`config.mk`:
```
export PLATFORM = sky130hd
export DESIGN_NAME = triangle_monitor
export DESIGN_NICKNAME = d
export VERILOG_FILES = /design/src/rtl/triangle_monitor.sv
export SDC_FILE = /design/constraint.sdc
export NUM_CORES = 1
export LEC_CHECK = 0
export BUFFER_PORTS_ARGS = -buffer_cell sky130_fd_sc_hd__buf_2
export CORE_ASPECT_RATIO = 1.4
export CORE_MARGIN = 5
export CORE_UTILIZATION = 59
export CTS_CLUSTER_SIZE = 8
export DETAILED_ROUTE_END_ITERATION = 6
export GPL_TIMING_DRIVEN = 0
export PLACE_DENSITY = 0.95
export REMOVE_ABC_BUFFERS = 1
export SYNTH_ARGS = -nofsm -noshare
export SYNTH_HDL_FRONTEND = slang
export SYNTH_SLANG_ARGS = --single-unit
```
`constraint.sdc`:
```
create_clock -name clk -period 6.4 [get_ports clk]
set_clock_uncertainty 0.05 [all_clocks]
set_input_delay 0.96 -clock clk [delete_from_list [all_inputs] [get_ports clk]]
set_output_delay 0.96 -clock clk [all_outputs]
set_load 0.01 [all_outputs]
```
`src/rtl/triangle_monitor.sv`:
```
// Receiver-side checker for an N-bit 0..MAX..0 triangle stream: tracks ramp direction and flags turnarounds and errors.
// Optional trough-to-trough period measurement is enabled by defining TRIANGLE_MONITOR_PERIOD_EN.
module triangle_monitor #(
  parameter int N = 8
) (
  input  logic         clk,
  input  logic         rst,
  input  logic         ena,
  input  logic [N-1:0] in,
  output logic         dir,
  output logic         locked,
  output logic         peak,
  output logic         trough,
  output logic         error,
  output logic [N:0]   period,
  output logic         period_valid
);

  typedef enum logic [1:0] {IDLE, ACQUIRE, UP, DOWN} state_t;

  localparam logic [N:0] MAX  = {1'b0, {N{1'b1}}};
  localparam logic [N:0] ZERO = '0;
  localparam logic [N:0] ONE  = {{N{1'b0}}, 1'b1};

  state_t       state_q, state_d;
  logic [N-1:0] p_q, p_d;
  logic         dir_q, dir_d;
  logic         locked_q, locked_d;
  logic         peak_q, peak_d;
  logic         trough_q, trough_d;
  logic         error_q, error_d;

  logic [N:0] in_x, p_x;
  logic       is_inc, is_dec;

  // Widened compare so MAX->0 and 0->MAX can never look like a unit step.
  always_comb begin
    in_x   = {1'b0, in};
    p_x    = {1'b0, p_q};
    is_inc = (in_x == p_x + ONE);
    is_dec = (in_x + ONE == p_x);
  end

  always_comb begin
    state_d  = state_q;
    p_d      = p_q;
    locked_d = locked_q;
    peak_d   = 1'b0;
    trough_d = 1'b0;
    error_d  = 1'b0;
    if (ena) begin
      p_d = in;
      unique case (state_q)
        IDLE: state_d = ACQUIRE;
        ACQUIRE: begin
          if (is_inc)      state_d = UP;
          else if (is_dec) state_d = DOWN;
          else             error_d = 1'b1;
        end
        UP: begin
          if (is_inc) begin
            state_d = UP;
          end else if (p_x == MAX && in_x == MAX - ONE) begin
            state_d  = DOWN;
            peak_d   = 1'b1;
            locked_d = 1'b1;
          end else begin
            state_d = ACQUIRE;
            error_d = 1'b1;
          end
        end
        DOWN: begin
          if (is_dec) begin
            state_d = DOWN;
          end else if (p_x == ZERO && in_x == ONE) begin
            state_d  = UP;
            trough_d = 1'b1;
            locked_d = 1'b1;
          end else begin
            state_d = ACQUIRE;
            error_d = 1'b1;
          end
        end
        default: state_d = IDLE;
      endcase
      if (error_d) locked_d = 1'b0;
    end
    dir_d = (state_d == DOWN);
  end

  always_ff @(posedge clk) begin
    if (rst) begin
      state_q  <= IDLE;
      p_q      <= '0;
      dir_q    <= 1'b0;
      locked_q <= 1'b0;
      peak_q   <= 1'b0;
      trough_q <= 1'b0;
      error_q  <= 1'b0;
    end else begin
      state_q  <= state_d;
      p_q      <= p_d;
      dir_q    <= dir_d;
      locked_q <= locked_d;
      peak_q   <= peak_d;
      trough_q <= trough_d;
      error_q  <= error_d;
    end
  end

  assign dir    = dir_q;
  assign locked = locked_q;
  assign peak   = peak_q;
  assign trough = trough_q;
  assign error  = error_q;

`ifdef TRIANGLE_MONITOR_PERIOD_EN
  logic [N:0] cnt_q, cnt_d;
  logic [N:0] period_q, period_d;
  logic       period_valid_q, period_valid_d;
  logic       armed_q, armed_d;

  // The first trough after reset/error only arms; later troughs publish count+1.
  always_comb begin
    cnt_d          = cnt_q;
    period_d       = period_q;
    period_valid_d = period_valid_q;
    armed_d        = armed_q;
    if (ena) begin
      if (error_d) begin
        armed_d        = 1'b0;
        period_valid_d = 1'b0;
      end else if (trough_d) begin
        if (armed_q) begin
          period_d       = (cnt_q == '1) ? cnt_q : cnt_q + ONE;
          period_valid_d = 1'b1;
        end
        armed_d = 1'b1;
        cnt_d   = '0;
      end else if (state_q == UP || state_q == DOWN) begin
        cnt_d = (cnt_q == '1) ? cnt_q : cnt_q + ONE;
      end
    end
  end

  always_ff @(posedge clk) begin
    if (rst) begin
      cnt_q          <= '0;
      period_q       <= '0;
      period_valid_q <= 1'b0;
      armed_q        <= 1'b0;
    end else begin
      cnt_q          <= cnt_d;
      period_q       <= period_d;
      period_valid_q <= period_valid_d;
      armed_q        <= armed_d;
    end
  end

  assign period       = period_q;
  assign period_valid = period_valid_q;
`else
  assign period       = '0;
  assign period_valid = 1'b0;
`endif

endmodule

```
== After elaboration in Yosys (flattened, before gate mapping) ==
Cells that the tools add are included.

* Register bits after elaboration: 15
* Bits of input ports: 11

* $add $sub $neg: 2
* Eq/ne operators: 13
* Mux-type cells: 24
* Bitwise operators: 3
* Reduce and logical (&&, ||, !) cells: 9

{| class="wikitable"
|+ Operators by type and width
! operator !! number
|-
| 8-bit by 1-bit adder with 9-bit output, second input constant || 2
|-
| 8-bit == test, second input constant || 2
|-
| 1-bit two-way mux || 14
|-
| 2-bit two-way mux || 7
|-
| 3-bit != test, second input constant || 4
|-
| 8-bit by 9-bit == test with 1-bit output || 1
|-
| 9-bit by 8-bit == test with 1-bit output || 1
|-
| 9-bit logical NOT || 1
|-
| 8-bit by 1-bit == test with 1-bit output, second input constant || 1
|-
| 2-bit one-hot mux with 4 select lines || 1
|-
| 4-bit OR reduction || 2
|-
| 2-bit == test, second input constant || 3
|-
| 6-bit AND reduction || 1
|-
| 1-bit inverter || 3
|-
| 1-bit one-hot mux with 3 select lines || 1
|-
| 3-bit nonzero test || 1
|-
| 2-bit by 1-bit == test with 1-bit output, second input constant || 1
|-
| 1-bit logical AND || 2
|-
| 2-bit logical NOT || 1
|-
| 1-bit one-hot mux with 2 select lines || 1
|-
| 2-bit OR reduction || 1
|}

== Logic depth before layout (Yosys ltp) ==
* Word-level depth: 8
* Depth in mapped cells: 8
* Gate-level depth less buffers: 8

== Least setup slack after synthesis ==
Ideal clock, no wire load.

* Path type: input to register
* Start point: input in[4]
* End point: register locked_q, in the netlist locked
* Setup time: 0.058 ns
* Arrival time: 2.757 ns
* Setup slack: 3.535 ns
* Cell stages on the path: 7
* Buffers on the path: 1
* Cell sequence: buf_2 -> nand3_1 -> or4_1 -> and3_1 -> or4_4 -> a311oi_2 -> o21a_1

* Cells in the longest elaborated chain, start to end: 8

{| class="wikitable"
|+ RTL lines
! item !! RTL line !! RTL
|-
| start: declaration || 9 || <nowiki>input logic [N-1:0] in,</nowiki>
|-
| 8-bit by 1-bit adder with 9-bit output (tied with other cells) || 41 || <nowiki>is_dec = (in_x + ONE == p_x);</nowiki>
|-
| 9-bit by 8-bit == test with 1-bit output (tied with other cells) || 41 ||
|-
| 1-bit two-way mux (on tied branches) || 57, 63, 75 ||
|-
| 1-bit two-way mux (on tied branches) || 56, 61, 73 ||
|-
| 1-bit one-hot mux with 3 select lines || 53 || <nowiki>unique case (state_q)</nowiki>
|-
| 1-bit two-way mux || 51 || <nowiki>if (ena) begin</nowiki>
|-
| 3-bit != test (no line) or 3-bit nonzero test (tied branches) || - ||
|-
| 6-bit AND reduction (no line) || - ||
|-
| end signal: assignment || 104 || <nowiki>locked_q <= locked_d;</nowiki>
|-
| end: declaration || 28 || <nowiki>logic locked_q, locked_d;</nowiki>
|}

Several ways; a longest one is shown, not always the timed one. The select of a mux whose other input is x is not followed.
A chain may end at the register's enable or synchronous reset.

== Worst setup path in the final report ==
* Start point: input in[7]
* End point: register locked_q, in the netlist locked

Same word-level chain as after synthesis.

==> results.md <==
| Parameter | Reported |
|:---|:---|
| Classification of the worst setup path | primary input to flop |
| Area grow syn2layout | 2.651% |
| Final core utilization | 63.02% |
| Buffers added on ports | 15 |
| Internal power contribution | 142.0 uW |
| CP Data Arrival Time | 2950 ps |
| Proportion of register bits with asynchronous set or reset after synthesis | 0% |
| Routed length per instance | 14.71 um |
| CTS hold repair buffers | 0 |
| Required time of the worst setup path | 6580 ps |
| Number of buffers created by CTS | 3 |
| Post-route minimum period | 2775 ps |
| Combinational fraction of design power | 24.0% |
| CTS tree | built |
| Leakage power total | 0.5443 nW |
| Max Buffers Root-to-Sink | 2 |
| Count of buffers added by post-CTS timing repair for setup | 0 |
| Critical path, cell by cell | buf_2 -> xnor2_1 -> or4_1 -> and3_1 -> or4_4 -> a311oi_2 -> o21a_1 |
| Total power divided by cell area | 153.7 nW/um2 |
| Post-synthesis sequential element count | 15 |
| Netlist area before placement | 1321 um2 |
| Maximum fanout along the worst path | 4 |
| Final design instance area without fill | 1356 um2 |
| Top library cells by usage in the layout, fill and taps aside | 17 x sky130_fd_sc_hd__nor2_1, 15 x sky130_fd_sc_hd__dfxtp_1, 15 x sky130_fd_sc_hd__buf_2 |
| Die Height | 65.99 um |
| Biggest area contributors in the synthesized netlist | sky130_fd_sc_hd__dfxtp_1 23%, sky130_fd_sc_hd__mux2i_1 6.1%, sky130_fd_sc_hd__xnor2_1 6.0%, sky130_fd_sc_hd__buf_4 5.7%, sky130_fd_sc_hd__nor2_1 4.8% |
| Final period utilization | 43.36% |
| Final net count | 193 |
| Clock edge transition at the registers on the reported setup and hold paths | 90 ps |
| Placed cell area | 1330 um2 |
| First-pass iteration count of the detailed router | 4 |
| Worst relative slew slack | 45.83% |
| Share of final-layout standard cells stronger than drive strength 1 | 13.64% |
| Number of unique standard cell types used by synthesis | 46 |
| Antenna diode count | 0 |
| Critical Path End Type | flop |
| Total instance count after detailed placement | 194 |
| Wire length of the first global-routing pass | 4.857 mm |
| First-iteration detailed-routing DRC count | 42 |
| Switching share of power | 31.91% |
| Root buf cell | sky130_fd_sc_hd__clkbuf_4 |
| Core ar. | 2152 um2 |
| Setup violations, final | 0 |
| TritonCTS sink count | 15 |
| Row count | 20 |
| Result of the run | complete, no violations |
| Total wirelength of the detailed-routed design | 2.912 mm |
| Sw Pwr | 66.55 uW |
| Post-synth top area share | 22.73% |
| Most common library cell in the layout ignoring fill and taps | sky130_fd_sc_hd__nor2_1 |
| Summed negative setup slack over all endpoints | 0 ps |
| Post-synth top area cell | sky130_fd_sc_hd__dfxtp_1 |
| # resized after CTS | 0 |
| Power share of the sequential group | 50.1% |
| Slew at the pin with the worst max-slew slack | 805.1 ps |
| Width of the die | 50.00 um |
| Highest Clock Rate | 0.3604 GHz |
| Insertion delay of the later-clocked pin in the worst-skew pair | 280 ps |
| Starting Density | 61.40% |
| Post-synth EDFFs | 0 |
| Worst-case vdd ir drop | 0.00008869 V |
| Relative contribution of the clock network to total power | 25.8% |
| Yosys warning count | 0 |
| Sequential element share of the synthesized area | 22.73% |
| Pin count of the biggest net entering global routing | 15 |
| Routed vias | 1259 |
| Slowest library cell on the worst path | sky130_fd_sc_hd__or4_4 |
| HPWL after DPL | 2.279 mm |
| Final weighted congestion in routability-driven placement | 0.8940 |
| Antenna violations before repair | 0 |
| Worst min-delay path class | flop to flop |
| Most used DFF post-synth | sky130_fd_sc_hd__dfxtp_1 |
| Number of global-route vias before repair | 1164 |
| Sort of element at the start of the critical path | primary input |
| Count of pins over their slew limit | 0 |
| Largest stage delay on the critical path | 550 ps |
| Synthesized instance count | 170 |
| Post-route DRC violation count | 0 |
| Final instance count without filler cells | 198 |
| Boundary pin count | 26 |
| Global routing usage summed across all routing layers | 18.41% |
| Filler instances | 183 |
| Number of max-capacitance violations reported | 0 |
| Total die area | 3299 um2 |
| Count of nets left with antenna violations after detail routing | 0 |
| Via/cell ratio | 6.359 |
| H-tree depth | 1 |
| Avg Synthesized Cell Area | 7.772 um2 |
| Sum of overflow across all layers after global routing | 0 |
| Setup repair after global routing missed its margin | no |
| Count of final hold-check violations | 0 |
[per-stage QoR]
stage | power (mW) | setup WS [ps] | hold slack [ps]
6_report | 0.2085 | 3625 | 568.9
5_1_grt | 0.2197 | 3450 | 613.5
4_1_cts | 0.2078 | 3630 | 562.9
3_5_place_dp | 0.1557 | 3340 | 546.3
3_3_place_gp | 0.1534 | 3352 | 523.1
2_1_floorplan | 0.1376 | 3583 | 483.5
[worst max-delay path, delay by kind of cell]
| kind | cells | cell delay (ps) |
|---|---|---|
| simple gates | 3 | 1260 |
| compound gates | 2 | 420 |
| xor+xnor | 1 | 180 |
| buf+inv | 1 | 130 |
[state kept, by name (all words and copies together), names as in the netlist]
signal / count
p_q: 8
state_q: 2
dir: 1
error: 1
locked: 1
peak: 1
trough: 1
[power groups by stage]
stage	clock network, mW	logic (mW)	registers [mW]
global route	0.0590	0.0553	0.105
global placement	0	0.0474	0.106
finish	0.0539	0.0501	0.105
CTS	0.0540	0.0496	0.104
detailed placement	0	0.0493	0.106
floorplan	0	0.0332	0.104
[cell usage after synthesis, types with 2 or more instances]
master / number
sky130_fd_sc_hd__buf_4: 10
sky130_fd_sc_hd__nor2_1: 17
sky130_fd_sc_hd__nor4_1: 4
sky130_fd_sc_hd__clkbuf_1: 5
sky130_fd_sc_hd__or3_1: 2
sky130_fd_sc_hd__a31oi_1: 5
sky130_fd_sc_hd__o211ai_1: 2
sky130_fd_sc_hd__o21ai_0: 5
sky130_fd_sc_hd__nand2b_1: 3
sky130_fd_sc_hd__o21a_1: 2
sky130_fd_sc_hd__a21oi_1: 3
sky130_fd_sc_hd__nand4_1: 2
sky130_fd_sc_hd__nand2_1: 9
sky130_fd_sc_hd__dfxtp_1: 15
sky130_fd_sc_hd__buf_2: 6
sky130_fd_sc_hd__xnor2_1: 9
sky130_fd_sc_hd__mux2i_1: 8
sky130_fd_sc_hd__nor3b_1: 5
sky130_fd_sc_hd__nor3_1: 2
sky130_fd_sc_hd__o31a_1: 2
sky130_fd_sc_hd__xor2_1: 2
sky130_fd_sc_hd__nor2b_1: 6
sky130_fd_sc_hd__nand3_1: 8
sky130_fd_sc_hd__ha_1: 5
sky130_fd_sc_hd__or4_1: 3
sky130_fd_sc_hd__and2_1: 2
sky130_fd_sc_hd__and3_1: 4
sky130_fd_sc_hd__inv_1: 6
[layer usage]
layer	GRT usage (%)	up-vias	wire length [um]
met5	0	-	0
met2	34.28	55	1460
met3	2.935	13	193
li1	-	596	-
met1	18.24	595	1127
met4	11.48	0	130
[area by class of cell]
| cell class | instances | area (um2) | area share [%] |
|---|---|---|---|
| Inverter | 6 | 22.52 | 1.661 |
| Clock buffer | 4 | 26.28 | 1.937 |
| Tap cell | 22 | 27.53 | 2.030 |
| Sequential cell | 15 | 300.3 | 22.14 |
| Timing Repair Buffer | 15 | 75.07 | 5.535 |
| Multi-Input combinational cell | 136 | 904.6 | 66.70 |
[final timing paths]
check / from / end / slack (ps) / cells past startpoint
max: in[7] / locked / 3630 / 7
min: p_q[7] / p_q[7] / 570 / 2
max reg2reg: p_q[7] / locked / 3990 / 6
min reg2reg: p_q[7] / p_q[7] / 570 / 2
[kinds of logic (layout without fill, tap and decap cells)]
kind of cell	after synthesis	in the layout	share of synthesized area, %
muxes	9	9	6.913
DFF	15	15	22.73
other	1	10	0.2838
adders and majority gates	5	5	4.735
xor gates and xnor gates	11	11	7.292
AOI/OAI and AO/OA	28	28	16.10
buffers and inverters	28	25	11.36
and+or+nand+nor	73	73	30.59
No activity file was read; power rests on OpenSTA's default activity.
